--- config.mk ---
export PLATFORM = sky130hd
export DESIGN_NAME = axis_pattern_source
export DESIGN_NICKNAME = d
export VERILOG_FILES = /design/src/rtl/axis_pattern_source.sv
export SDC_FILE = /design/constraint.sdc
export NUM_CORES = 1
export LEC_CHECK = 0
export BUFFER_PORTS_ARGS = -buffer_cell sky130_fd_sc_hd__clkbuf_2
export CORE_MARGIN = 2
export CORE_UTILIZATION = 50
export DETAILED_ROUTE_END_ITERATION = 10
export PLACE_DENSITY_LB_ADDON = 0.1
export SLEW_MARGIN = 5
export SYNTH_ARGS = -nofsm -noshare
export SYNTH_HDL_FRONTEND = slang
export SYNTH_SLANG_ARGS = --single-unit
export TNS_END_PERCENT = 30
--- constraint.sdc ---
create_clock -name ACLK -period 6.3 [get_ports ACLK]
set_input_delay 0.315 -clock ACLK [delete_from_list [all_inputs] [get_ports ACLK]]
set_output_delay 0.315 -clock ACLK [all_outputs]
set_load 0.01 [all_outputs]
--- src/rtl/axis_pattern_source.sv ---
// axis_pattern_source
//   AXI4-Stream test-traffic generator. A cfg_start pulse latches the cfg_*
//   fields and runs a sequence of packets built from a programmable data
//   pattern, with an optional idle gap between packets.
//
//   Optional feature macro: AXIS_TUSER_EN (adds M_AXIS_TUSER, SOF + packet id).
//
// Ports
//   ACLK, ARESETN        clock, asynchronous active-low reset
//   cfg_start/cfg_stop   run start / graceful stop pulses
//   cfg_mode             0 counter, 1 walking-one, 2 constant, 3 alternating
//   cfg_seed             first pattern value
//   cfg_pkt_len          beats per packet (0 rejected at start)
//   cfg_num_pkts         packets per run, 0 = continuous
//   cfg_gap              idle cycles between packets
//   M_AXIS_*             AXI4-Stream master
//   busy, done           run active / one-cycle completion pulse
//   pkt_count            packets completed in current or last run
module axis_pattern_source #(
   parameter int DATA_WIDTH = 32,
   parameter int LEN_WIDTH  = 16,
   parameter int USER_WIDTH = 8
) (
   input  logic                    ACLK,
   input  logic                    ARESETN,
   input  logic                    cfg_start,
   input  logic                    cfg_stop,
   input  logic [1:0]              cfg_mode,
   input  logic [DATA_WIDTH-1:0]   cfg_seed,
   input  logic [LEN_WIDTH-1:0]    cfg_pkt_len,
   input  logic [LEN_WIDTH-1:0]    cfg_num_pkts,
   input  logic [LEN_WIDTH-1:0]    cfg_gap,
   output logic                    M_AXIS_TVALID,
   input  logic                    M_AXIS_TREADY,
   output logic [DATA_WIDTH-1:0]   M_AXIS_TDATA,
   output logic [DATA_WIDTH/8-1:0] M_AXIS_TKEEP,
   output logic                    M_AXIS_TLAST,
`ifdef AXIS_TUSER_EN
   output logic [USER_WIDTH-1:0]   M_AXIS_TUSER,
`endif
   output logic                    busy,
   output logic                    done,
   output logic [LEN_WIDTH-1:0]    pkt_count
);

   typedef enum logic [1:0] {S_IDLE, S_SEND, S_GAP, S_FINISH} state_t;

   state_t                 state_q, state_d;
   logic [1:0]             mode_q, mode_d;
   logic [DATA_WIDTH-1:0]  seed_q, seed_d;
   logic [DATA_WIDTH-1:0]  pat_q, pat_d;
   logic [LEN_WIDTH-1:0]   len_q, len_d;
   logic [LEN_WIDTH-1:0]   num_q, num_d;
   logic [LEN_WIDTH-1:0]   gap_q, gap_d;
   logic [LEN_WIDTH-1:0]   beat_q, beat_d;
   logic [LEN_WIDTH-1:0]   gcnt_q, gcnt_d;
   logic [LEN_WIDTH-1:0]   pcnt_q, pcnt_d;
   logic                   stop_q, stop_d;

   logic                   hs;
   logic                   last_beat;
   logic [LEN_WIDTH-1:0]   pcnt_inc;
   logic [DATA_WIDTH-1:0]  pat_nxt;

   assign hs        = (state_q == S_SEND) && M_AXIS_TREADY;
   assign last_beat = (beat_q == len_q - LEN_WIDTH'(1));
   assign pcnt_inc  = pcnt_q + LEN_WIDTH'(1);

   always_comb begin
      pat_nxt = pat_q;
      case (mode_q)
         2'd0:    pat_nxt = pat_q + DATA_WIDTH'(1);
         2'd1:    pat_nxt = {pat_q[DATA_WIDTH-2:0], pat_q[DATA_WIDTH-1]};
         2'd2:    pat_nxt = seed_q;
         default: pat_nxt = ~pat_q;
      endcase
   end

   always_comb begin
      state_d = state_q;
      mode_d  = mode_q;
      seed_d  = seed_q;
      pat_d   = pat_q;
      len_d   = len_q;
      num_d   = num_q;
      gap_d   = gap_q;
      beat_d  = beat_q;
      gcnt_d  = gcnt_q;
      pcnt_d  = pcnt_q;
      stop_d  = stop_q;
      case (state_q)
         S_IDLE: begin
            if (cfg_start && (cfg_pkt_len != '0)) begin
               mode_d  = cfg_mode;
               seed_d  = cfg_seed;
               pat_d   = cfg_seed;
               len_d   = cfg_pkt_len;
               num_d   = cfg_num_pkts;
               gap_d   = cfg_gap;
               beat_d  = '0;
               pcnt_d  = '0;
               stop_d  = 1'b0;
               state_d = S_SEND;
            end
         end
         S_SEND: begin
            stop_d = stop_q | cfg_stop;
            if (hs) begin
               pat_d = pat_nxt;
               if (last_beat) begin
                  beat_d = '0;
                  pcnt_d = pcnt_inc;
                  // a stop arriving on the TLAST beat itself still ends the run here
                  if (((num_q != '0) && (pcnt_inc == num_q)) || stop_q || cfg_stop)
                     state_d = S_FINISH;
                  else if (gap_q != '0) begin
                     gcnt_d  = gap_q;
                     state_d = S_GAP;
                  end
               end else begin
                  beat_d = beat_q + LEN_WIDTH'(1);
               end
            end
         end
         S_GAP: begin
            // gcnt counts down to 1 so exactly gap_q cycles are spent here
            if (stop_q || cfg_stop)
               state_d = S_FINISH;
            else if (gcnt_q == LEN_WIDTH'(1))
               state_d = S_SEND;
            else
               gcnt_d = gcnt_q - LEN_WIDTH'(1);
         end
         default: begin
            stop_d  = 1'b0;
            state_d = S_IDLE;
         end
      endcase
   end

   always_ff @(posedge ACLK or negedge ARESETN) begin
      if (!ARESETN) begin
         state_q <= S_IDLE;
         mode_q  <= '0;
         seed_q  <= '0;
         pat_q   <= '0;
         len_q   <= '0;
         num_q   <= '0;
         gap_q   <= '0;
         beat_q  <= '0;
         gcnt_q  <= '0;
         pcnt_q  <= '0;
         stop_q  <= 1'b0;
      end else begin
         state_q <= state_d;
         mode_q  <= mode_d;
         seed_q  <= seed_d;
         pat_q   <= pat_d;
         len_q   <= len_d;
         num_q   <= num_d;
         gap_q   <= gap_d;
         beat_q  <= beat_d;
         gcnt_q  <= gcnt_d;
         pcnt_q  <= pcnt_d;
         stop_q  <= stop_d;
      end
   end

   // All outputs come straight from registers: TVALID never looks at TREADY,
   // and data/last/user only move on a handshake, so they hold during stalls.
   assign M_AXIS_TVALID = (state_q == S_SEND);
   assign M_AXIS_TLAST  = M_AXIS_TVALID && last_beat;
   assign M_AXIS_TDATA  = pat_q;
   assign M_AXIS_TKEEP  = '1;
   assign busy          = (state_q != S_IDLE);
   assign done          = (state_q == S_FINISH);
   assign pkt_count     = pcnt_q;

`ifdef AXIS_TUSER_EN
   // Upper bits are the packet index modulo 2^(USER_WIDTH-1); needs USER_WIDTH-1 <= LEN_WIDTH.
   assign M_AXIS_TUSER = {pcnt_q[USER_WIDTH-2:0], M_AXIS_TVALID && (beat_q == '0)};
`endif

endmodule

Word level (Yosys, flattened, before mapping)
Cells that the tools add are included.

$add $sub $neg: 5. Mux-type cells: 28. Bitwise gates (word level): 3. Equal/unequal tests: 17. Reductions and logical operators: 21.

Operator list (count): $mux W16 (11); $pmux W16 S2 (3); $pmux W32 S3 (1); $mux W32 (2); $pmux W32 S2 (1); $reduce_bool A16 Y1 (3); $add A16 B1 Y16 const B (2); $add A32 B1 Y32 const B (1); $eq A16 B16 Y1 (2); $not A32 Y32 (1); $sub A16 B1 Y16 const B (2); $eq A16 B1 Y1 const B (1); $mux W2 (7); $ne A2 B2 Y1 const B (4); $reduce_and A7 Y1 (1); $eq A2 B2 Y1 const B (3); $ne A2 B1 Y1 const B (3); $pmux W2 S3 (1); $reduce_bool A2 Y1 (3); $reduce_and A5 Y1 (1); $eq A2 B1 Y1 const B (2); $logic_and A1 B1 Y1 (4); $logic_not A2 Y1 (2); $reduce_and A2 Y1 (2); 9 further kinds (11).

Output and inout port bits: 56. Input bits: 87. Flip-flop bits (word level): 165. Logic and storage cells: 85.

Longest topological paths before layout
Gate-level depths: netlist of the first run.

Word-level depth: 9. Mapped depth: 12. Gate-level depth less buffers: 10.

Worst setup path after synthesis of the first run
No wires, ideal clock.

Path type: reg-to-reg. Start point: register len_q[3]. End point: register gcnt_q[9]. Path slack: 3.489 ns. Period minus slack after synthesis: 2.811 ns. Stages on the path, launching flop included: 11. Data required time: 6.179 ns. Path buffers: 2. Setup time: 0.121 ns. Arrival: 2.690 ns. Cells stage by stage: dfrtp_1 > or3_1 > buf_6 > o31a_1 > o32a_1 > a2bb2oi_1 > and4_1 > buf_6 > a21boi_4 > or3_1 > a22o_1.

Longest elaborated chain between the ends: 4.

Ends and longest elaborated chain: start, declared (line 52) `logic [LEN_WIDTH-1:0] len_q, len_d;`; start signal, assigned (line 159) `len_q <= len_d;`; $sub A16 B1 Y16 (line 66) `assign last_beat = (beat_q == len_q - LEN_WIDTH'(1));`; $eq A16 B16 Y1 (line 66); $ne A2 B1 Y1 (no line); $reduce_and A7 Y1 (no line); end signal, assigned (line 163) `gcnt_q <= gcnt_d;`; end, declared (line 56) `logic [LEN_WIDTH-1:0] gcnt_q, gcnt_d;`.

No other way between the ends. A chain may end at the register's enable or synchronous reset.

Worst setup path after layout of the first run
Start point: register len_q[3]. End point: register gcnt_q[1].

Same word-level chain as after synthesis.

==> results of run 1 <==
==> registers in the layout, indices dropped and copies added (netlist names), 16 cells and up <==
signal / count
len_q: 16
gcnt_q: 16
M_AXIS_TDATA: 32
seed_q: 32
beat_q: 16
num_q: 16
gap_q: 16
pkt_count: 16
==> logic make-up after synthesis <==
family | count (synthesis)
simple gates | 374
other cells | 1
compound gates | 260
mux | 99
flops | 165
xor+xnor | 60
fa+ha+maj | 6
buf+inv | 107
==> Yosys cell counts, types with 10 or more instances <==
cell type and count:
inv_1 30, nor2_1 91, clkbuf_1 55, xnor2_1 33, a2bb2oi_1 10, a221oi_1 12, o211ai_1 13, and3_1 11
nand2_1 89, mux2_2 82, nand4_1 23, a211oi_1 12, a31oi_1 19, nor4_1 24, nor3_1 30, xor2_1 26
nand2b_1 12, o21ai_0 71, dfrtp_1 165, nand3_1 46, a21oi_1 50
==> layer usage <==
metal / global-route usage / vias up
met1: 0.366 / 4266
li1: - / 4179
met5: 0 / -
met3: 0.0527 / 35
met4: 0.0593 / 2
met2: 0.400 / 273
==> layout make-up <==
| type | count | share of cell area |
|---|---|---|
| Multi-Input combinational cell | 803 | 0.475 |
| Sequential cell | 165 | 0.360 |
| Timing Repair Buffer | 149 | 0.0679 |
| Clock buffer | 18 | 0.0383 |
| Tap cell | 265 | 0.0289 |
| Clock inverter | 14 | 0.0195 |
| Inverter | 33 | 0.0108 |
| Antenna cell | 1 | 0.000218 |
==> critical path: stages, from the launching register on <==
cell and delay, ns:
dfrtp_1 0.45, nor3_1 0.67, nand3_1 0.19, a2111oi_0 0.40, or3_1 0.18, and4_1 0.65
a21boi_4 0.27, nor2_2 0.57, mux2i_1 0.25
==> cell usage in the layout, fill, tap and decap left out, types with 13 or more instances in the layout <==
cell	n
a21oi_1	50
clkbuf_2	137
inv_1	30
clkbuf_16	17
o21ai_0	71
o211ai_1	13
nand2_1	88
a31oi_1	19
mux2_2	82
nor4_1	24
nand4_1	23
dfrtp_1	165
nand3_1	46
xor2_1	26
nor2_1	90
nor3_1	30
xnor2_1	33
==> power by group <==
part	internal [mW]	switching, mW	total (mW)
logic	1.02	1.25	2.27
registers	1.48	0.515	2.00
clock network	0.719	0.457	1.18
total	3.22	2.23	5.45
==> how the worst min path moves through the flow <==
stage | depth (start not counted) | endpoint | slack (ns)
floorplan | 0 | M_AXIS_TDATA[0]$_DFFE_PN0P_ | 0.02
global placement | 1 | seed_q[16]$_DFFE_PN0P_ | 0.48
detailed placement | 1 | seed_q[16]$_DFFE_PN0P_ | 0.49
CTS | 1 | seed_q[15]$_DFFE_PN0P_ | 0.03
global route | 1 | M_AXIS_TDATA[16]$_DFFE_PN0P_ | 0.05
finish | 1 | M_AXIS_TDATA[16]$_DFFE_PN0P_ | -0.02
==> flow_metrics.env, run 1 <==
export IMPL_fin_util=0.588
export IMPL_fin_ws_ns=2.57
export IMPL_crit_required_ns=6.65
export IMPL_cts_htree_levels=4
export IMPL_clock_sinks=165
export IMPL_path_class="register to register"
export IMPL_clock_path_buffers=2
export IMPL_drc=0
export IMPL_fmax_ghz=0.268
export IMPL_io_pins=143
export IMPL_synthMuxAreaShare=0.119
export IMPL_cts_hold_buf=0
export IMPL_worstSetupEndpoint="gcnt_q[1]$_DFFE_PN0P_"
export IMPL_synth_compound_area_frac=0.173
export IMPL_period_share=0.593
export IMPL_seq_area_sq_mm=0.00413
export IMPL_grt_pass1_vias=8199
export IMPL_endpoint_kind="register"
export IMPL_nets=1262
export IMPL_cts_clk_slew_worst_paths_ns=0.07
export IMPL_die_x_microns=146
export IMPL_synth_fa_ha_area_frac=0.00750
export IMPL_drt_met1_wl_microns=12500
export IMPL_p_per_area_mw_per_mm2=475
export IMPL_finalPower_mw=5.45
export IMPL_netlist_area_sq_mm=0.0100
export IMPL_final_cells=1448
export IMPL_wl_met3_microns=1680
export IMPL_cts_resized=0
export IMPL_die_area_sq_mm=0.0212
export IMPL_grt_pass1_wl_microns=43800
export IMPL_crit_fanout=19
export IMPL_final_layout_size_suffix_gt1_frac=0.240
export IMPL_multi_input_area_sq_mm=0.00545
export IMPL_clk_latency_ns=0.43
export IMPL_timing_rr_end="gcnt_q[1]$_DFFE_PN0P_"
export IMPL_core_area_sq_mm=0.0195
export IMPL_period_needed_ns=3.73
export IMPL_whs_ns=-0.0184
export IMPL_r2r_slack_ns=2.57
export IMPL_routed_top_layer="met5"
export IMPL_synth_top_family_by_area="simple AND/OR/NAND/NOR gates"
export IMPL_worst_slew_pin_slew_ns=1.14
export IMPL_portBuffers=138
export IMPL_finClkSkew_ns=0.00974
export IMPL_wl_per_cell_microns=18.6
export IMPL_hold_path_class="input pin to asynchronous set/reset pin"
export IMPL_dp_slack_ns=2.68
export IMPL_yosysTopAreaCellShare=0.412
export IMPL_initial_utilization=0.513
export IMPL_cts_setup_buffers=0
export IMPL_root_buffer="clkbuf_16"
export IMPL_fin_tns_setup_ns=0
export IMPL_area_growth_pct=14.6
export IMPL_maxSlewHeadroom=0.236
export IMPL_postRouteAntennaNets=0
export IMPL_synth_xor_area_share=0.0539
export IMPL_worstRegToRegCells=8
export IMPL_rsz0062_at_grt="false"
export IMPL_drt_vias_per_instance=6.05
export IMPL_grt_max_degree=97
export IMPL_vdd_drop_max_mv=0.311
export IMPL_synth_cells=1072
export IMPL_first_pass_iters=6
export IMPL_fp_dieH_microns=146
export IMPL_dpl_cell_area_sq_mm=0.0108
export IMPL_timing_final_max_slew_violations=0
export IMPL_grt_remaining_overflow=0
export IMPL_dp_hpwl_microns=18000
export IMPL_yosys_area_share_simple=0.188
export IMPL_cts_tree="built"
export IMPL_synth_area_leaders="dfrtp_1 (41%), mux2_2 (9.2%), o21ai_0 (3.5%), nor2_1 (3.4%), nand2_1 (3.3%)"
export IMPL_dp_cells=1415
export IMPL_startpoint_type="register"
export IMPL_num_vias=8755
export IMPL_cp_arrival_ns=4.09
export IMPL_numCtsBuffers=17
export IMPL_grt_usage=0.255
export IMPL_maxCapViolations=0
export IMPL_design_area_sq_mm=0.0115
export IMPL_nFillCells=1769
export IMPL_violations="hold timing"
export IMPL_async_flop_share=1.00
export IMPL_std_cell_rows=51
export IMPL_routed_wl_microns=26900
export IMPL_synth_flop_cell="dfrtp_1"
export IMPL_ys_warn_count=0
export IMPL_timing_rr_start="len_q[3]$_DFFE_PN0P_"
export IMPL_synth_seq_area_share=0.412
export IMPL_yosysTopAreaCell="dfrtp_1"
export IMPL_synth_edff_count=0
export IMPL_synth_cell_type_count=77
export IMPL_hold_viol=19
export IMPL_routabilityCongestion=0.860
export IMPL_ys_ff_latch=165
export IMPL_route_met2_wl_microns=12400
export IMPL_antenna_found_initial=2
export IMPL_outcome="complete, but fails checks"
export IMPL_setup_violations=0
export IMPL_p_leak_nw=4.96
export IMPL_drtIter0Drc=586
export IMPL_cp_startpoint="len_q[3]$_DFFE_PN0P_"
export IMPL_syn_area_per_cell_sq_um=9.34
Note: power is estimated with default switching activity, not from simulation.
==> run 2, diff against run 1 <==
ABC_AREA = 1   (was unset)
clock period = 3.1 ns   (was 6.3 ns; I/O delays follow)
==> flow_metrics.env, run 2 <==
export IMPL_crit_required_ns=3.43
export IMPL_final_layout_size_suffix_gt1_frac=0.160
export IMPL_initial_utilization=0.505
export IMPL_grt_max_degree=82
export IMPL_dp_hpwl_microns=20600
export IMPL_std_cell_rows=53
export IMPL_fmax_ghz=0.371
export IMPL_grt_remaining_overflow=0
export IMPL_maxCapViolations=0
export IMPL_cts_clk_slew_worst_paths_ns=0.07
export IMPL_grt_usage=0.276
export IMPL_first_pass_iters=5
export IMPL_worst_path_buf_inv=1
export IMPL_dp_cells=1835
export IMPL_combPwrFrac=0.427
export IMPL_num_vias=10386
export IMPL_synth_cells=1454
export IMPL_grt_pass1_vias=10017
export IMPL_worstRegToRegCells=14
export IMPL_routabilityCongestion=0.880
export IMPL_timing_final_max_slew_violations=0
export IMPL_final_common_cell="nand2_1"
export IMPL_crit_family="simple AND/OR/NAND/NOR gates"
export IMPL_hold_path_class="input pin to register"
export IMPL_portBuffers=138
export IMPL_antenna_found_initial=0
export IMPL_clock_path_buffers=2
export IMPL_synth_seq_area_share=0.393
export IMPL_period_needed_ns=2.69
export IMPL_numCtsBuffers=17
export IMPL_fp_dieH_microns=149
export IMPL_yosysTopAreaCellShare=0.393
export IMPL_antenna_cells=0
export IMPL_clock_sinks=165
export IMPL_slowest_stage="dfrtp_1"
export IMPL_synth_area_leaders="dfrtp_1 (39%), nand2_1 (13%), inv_1 (6.3%), nor2_1 (5.8%), nand3_1 (5.1%)"
export IMPL_outcome="complete, no violations"
export IMPL_postRouteAntennaNets=0
export IMPL_design_area_sq_mm=0.0128
export IMPL_syn_area_per_cell_sq_um=7.22
export IMPL_area_growth_pct=21.6
export IMPL_cts_tree="built"
export IMPL_wl_per_cell_microns=15.4
export IMPL_crit_fanout=14
export IMPL_cp_arrival_ns=3.02
export IMPL_vdd_drop_max_mv=0.400
export IMPL_synth_flop_cell="dfrtp_1"
export IMPL_die_x_microns=149
export IMPL_rsz0062_at_grt="false"
export IMPL_drtIter0Drc=666
export IMPL_netlist_area_sq_mm=0.0105
export IMPL_routed_wl_microns=29800
export IMPL_p_per_area_mw_per_mm2=833
export IMPL_whs_path_depth=3
export IMPL_core_area_sq_mm=0.0208
export IMPL_path_class="register to register"
export IMPL_root_buffer="clkbuf_16"
export IMPL_fin_ws_ns=0.406
export IMPL_synthTopCellsByCount="nand2_1 (351), inv_1 (175), dfrtp_1 (165), nor2_1 (161), nand3_1 (108)"
export IMPL_die_area_sq_mm=0.0222
export IMPL_power_switching_mw=4.58
export IMPL_sequentialPowerShare=0.359
export IMPL_setup_violations=0
export IMPL_maxSlewHeadroom=0.487
export IMPL_p_leak_nw=6.48
export IMPL_ys_warn_count=0
export IMPL_critPathMostFrequentCell="nand2_1"
export IMPL_endpoint_kind="register"
export IMPL_synth_most_common_cell="nand2_1"
export IMPL_worst_slew_pin_slew_ns=0.769
export IMPL_finClkSkew_ns=0.0121
export IMPL_drc=0
export IMPL_yosysTopAreaCell="dfrtp_1"
export IMPL_hold_viol=0
export IMPL_dpl_cell_area_sq_mm=0.0115
export IMPL_layout_common_cells="nand2_1 (350), inv_1 (175), dfrtp_1 (165), nor2_1 (160), clkbuf_2 (137)"
export IMPL_cts_resized=0
export IMPL_cp_depth=14
export IMPL_slowest_delay_ns=0.42
export IMPL_synth_cell_type_count=49
export IMPL_internal_power_mw=6.06
export IMPL_io_pins=143
export IMPL_nets=1739
export IMPL_async_flop_share=1.00
export IMPL_ys_ff_latch=165
export IMPL_switching_share=0.430
export IMPL_crit_chain="inv_2 > ha_1 > nand3_4 > nor2_4 > nand2_1 > nand2_1 > nand2_1 > nor2_1 > nand3_1 > nor2_1 > nand2_1 > nor2_2 > nand2_1 > o21ai_0"
export IMPL_synth_edff_count=0
export IMPL_startpoint_type="register"
export IMPL_cts_htree_levels=4
export IMPL_fin_tns_setup_ns=0
export IMPL_grt_pass1_wl_microns=49300
export IMPL_drt_vias_per_instance=5.37
export IMPL_pwr_share_clk=0.214
export IMPL_final_cells=1934
export IMPL_dp_slack_ns=0.418
export IMPL_clk_latency_ns=0.43
export IMPL_nFillCells=1914
export IMPL_period_share=0.869
-- run 2: cell count changes in the layout (fill, tap and decap cells not counted), sizes merged, moves of 19 or more --
| cell | delta |
|---|---|
| nand2 | +282 |
| dlygate4sd3 | +67 |
| inv | +151 |
| o21ai | +22 |
| nor4 | -23 |
| nor2 | +82 |
| a31oi | -19 |
| nand3 | +65 |
| mux2 | -58 |
| a21oi | +36 |
| a22oi | +21 |
| xnor2 | -22 |
-- run 2: metal layers --
layer / share of wire / vias up / global-route usage
met5: 0 / - / 0
met4: 0.023 / 0 / 0.0862
met3: 0.055 / 45 / 0.0434
met2: 0.48 / 316 / 0.467
met1: 0.44 / 4869 / 0.366
li1: - / 5156 / -
-- run 2: cells by family after synthesis --
| family | Yosys count | synth area share |
|---|---|---|
| buf+inv | 237 | 0.0910 |
| xor+xnor | 36 | 0.0333 |
| fa+ha+maj | 6 | 0.00715 |
| simple gates | 724 | 0.303 |
| flops | 165 | 0.393 |
| mux | 24 | 0.0257 |
| compound gates | 261 | 0.146 |
| other cells | 1 | 0.000357 |
-- run 2: power by group through the flow --
stage | sequential, mW | combinational (mW) | clock, mW
6_report | 3.82 | 4.54 | 2.28
5_1_grt | 3.93 | 5.16 | 2.40
4_1_cts | 3.79 | 4.54 | 2.32
3_5_place_dp | 3.82 | 4.44 | 0
3_3_place_gp | 3.82 | 4.35 | 0
2_1_floorplan | 3.66 | 3.23 | 0
-- run 2: timing repair --
action,4_1_cts,5_1_grt
hold endpoints to repair,145,0
buffers inserted,0,0
hold buffers,67,0
-- run 2: final cells by class --
class	instances	area (sq um)	area share
tap	275	344	0.0269
multi-input combinational	1055	5450	0.427
clock buffer	21	450	0.0353
sequential	165	4130	0.323
timing repair buffer	225	1540	0.121
inverter	182	683	0.0535
clock inverter	11	173	0.0135
-- run 2: final timing paths --
path | end | start | slack (ns)
max | pkt_count[0]$_DFFE_PN0P_ | len_q[0]$_DFFE_PN0P_ | 0.41
min | len_q[13]$_DFFE_PN0P_ | cfg_pkt_len[13] | 0.008
max reg2reg | pkt_count[0]$_DFFE_PN0P_ | len_q[0]$_DFFE_PN0P_ | 0.41
min reg2reg | seed_q[6]$_DFFE_PN0P_ | seed_q[6]$_DFFE_PN0P_ | 0.49
max in group asynchronous | seed_q[0]$_DFFE_PN0P_ | ARESETN | 1.83
min in group asynchronous | num_q[12]$_DFFE_PN0P_ | ARESETN | 0.33
-- run 2: tightest hold or removal path: stages --
cell      delay [ns]
clkbuf_2        0.08
inv_1           0.06
o21ai_0         0.09
-- run 2: per-stage QoR --
| stage | hold WS, ns | util | power [mW] |
|---|---|---|---|
| finish | 0.00771 | 0.613 | 10.6 |
| CTS | 0.00392 | 0.613 | 10.6 |
| detailed placement | 0.260 | 0.551 | 8.26 |
| global route | 0.00819 | 0.613 | 11.5 |
| global placement | 0.260 | 0.551 | 8.17 |
| floorplan | -0.141 | - | 6.88 |
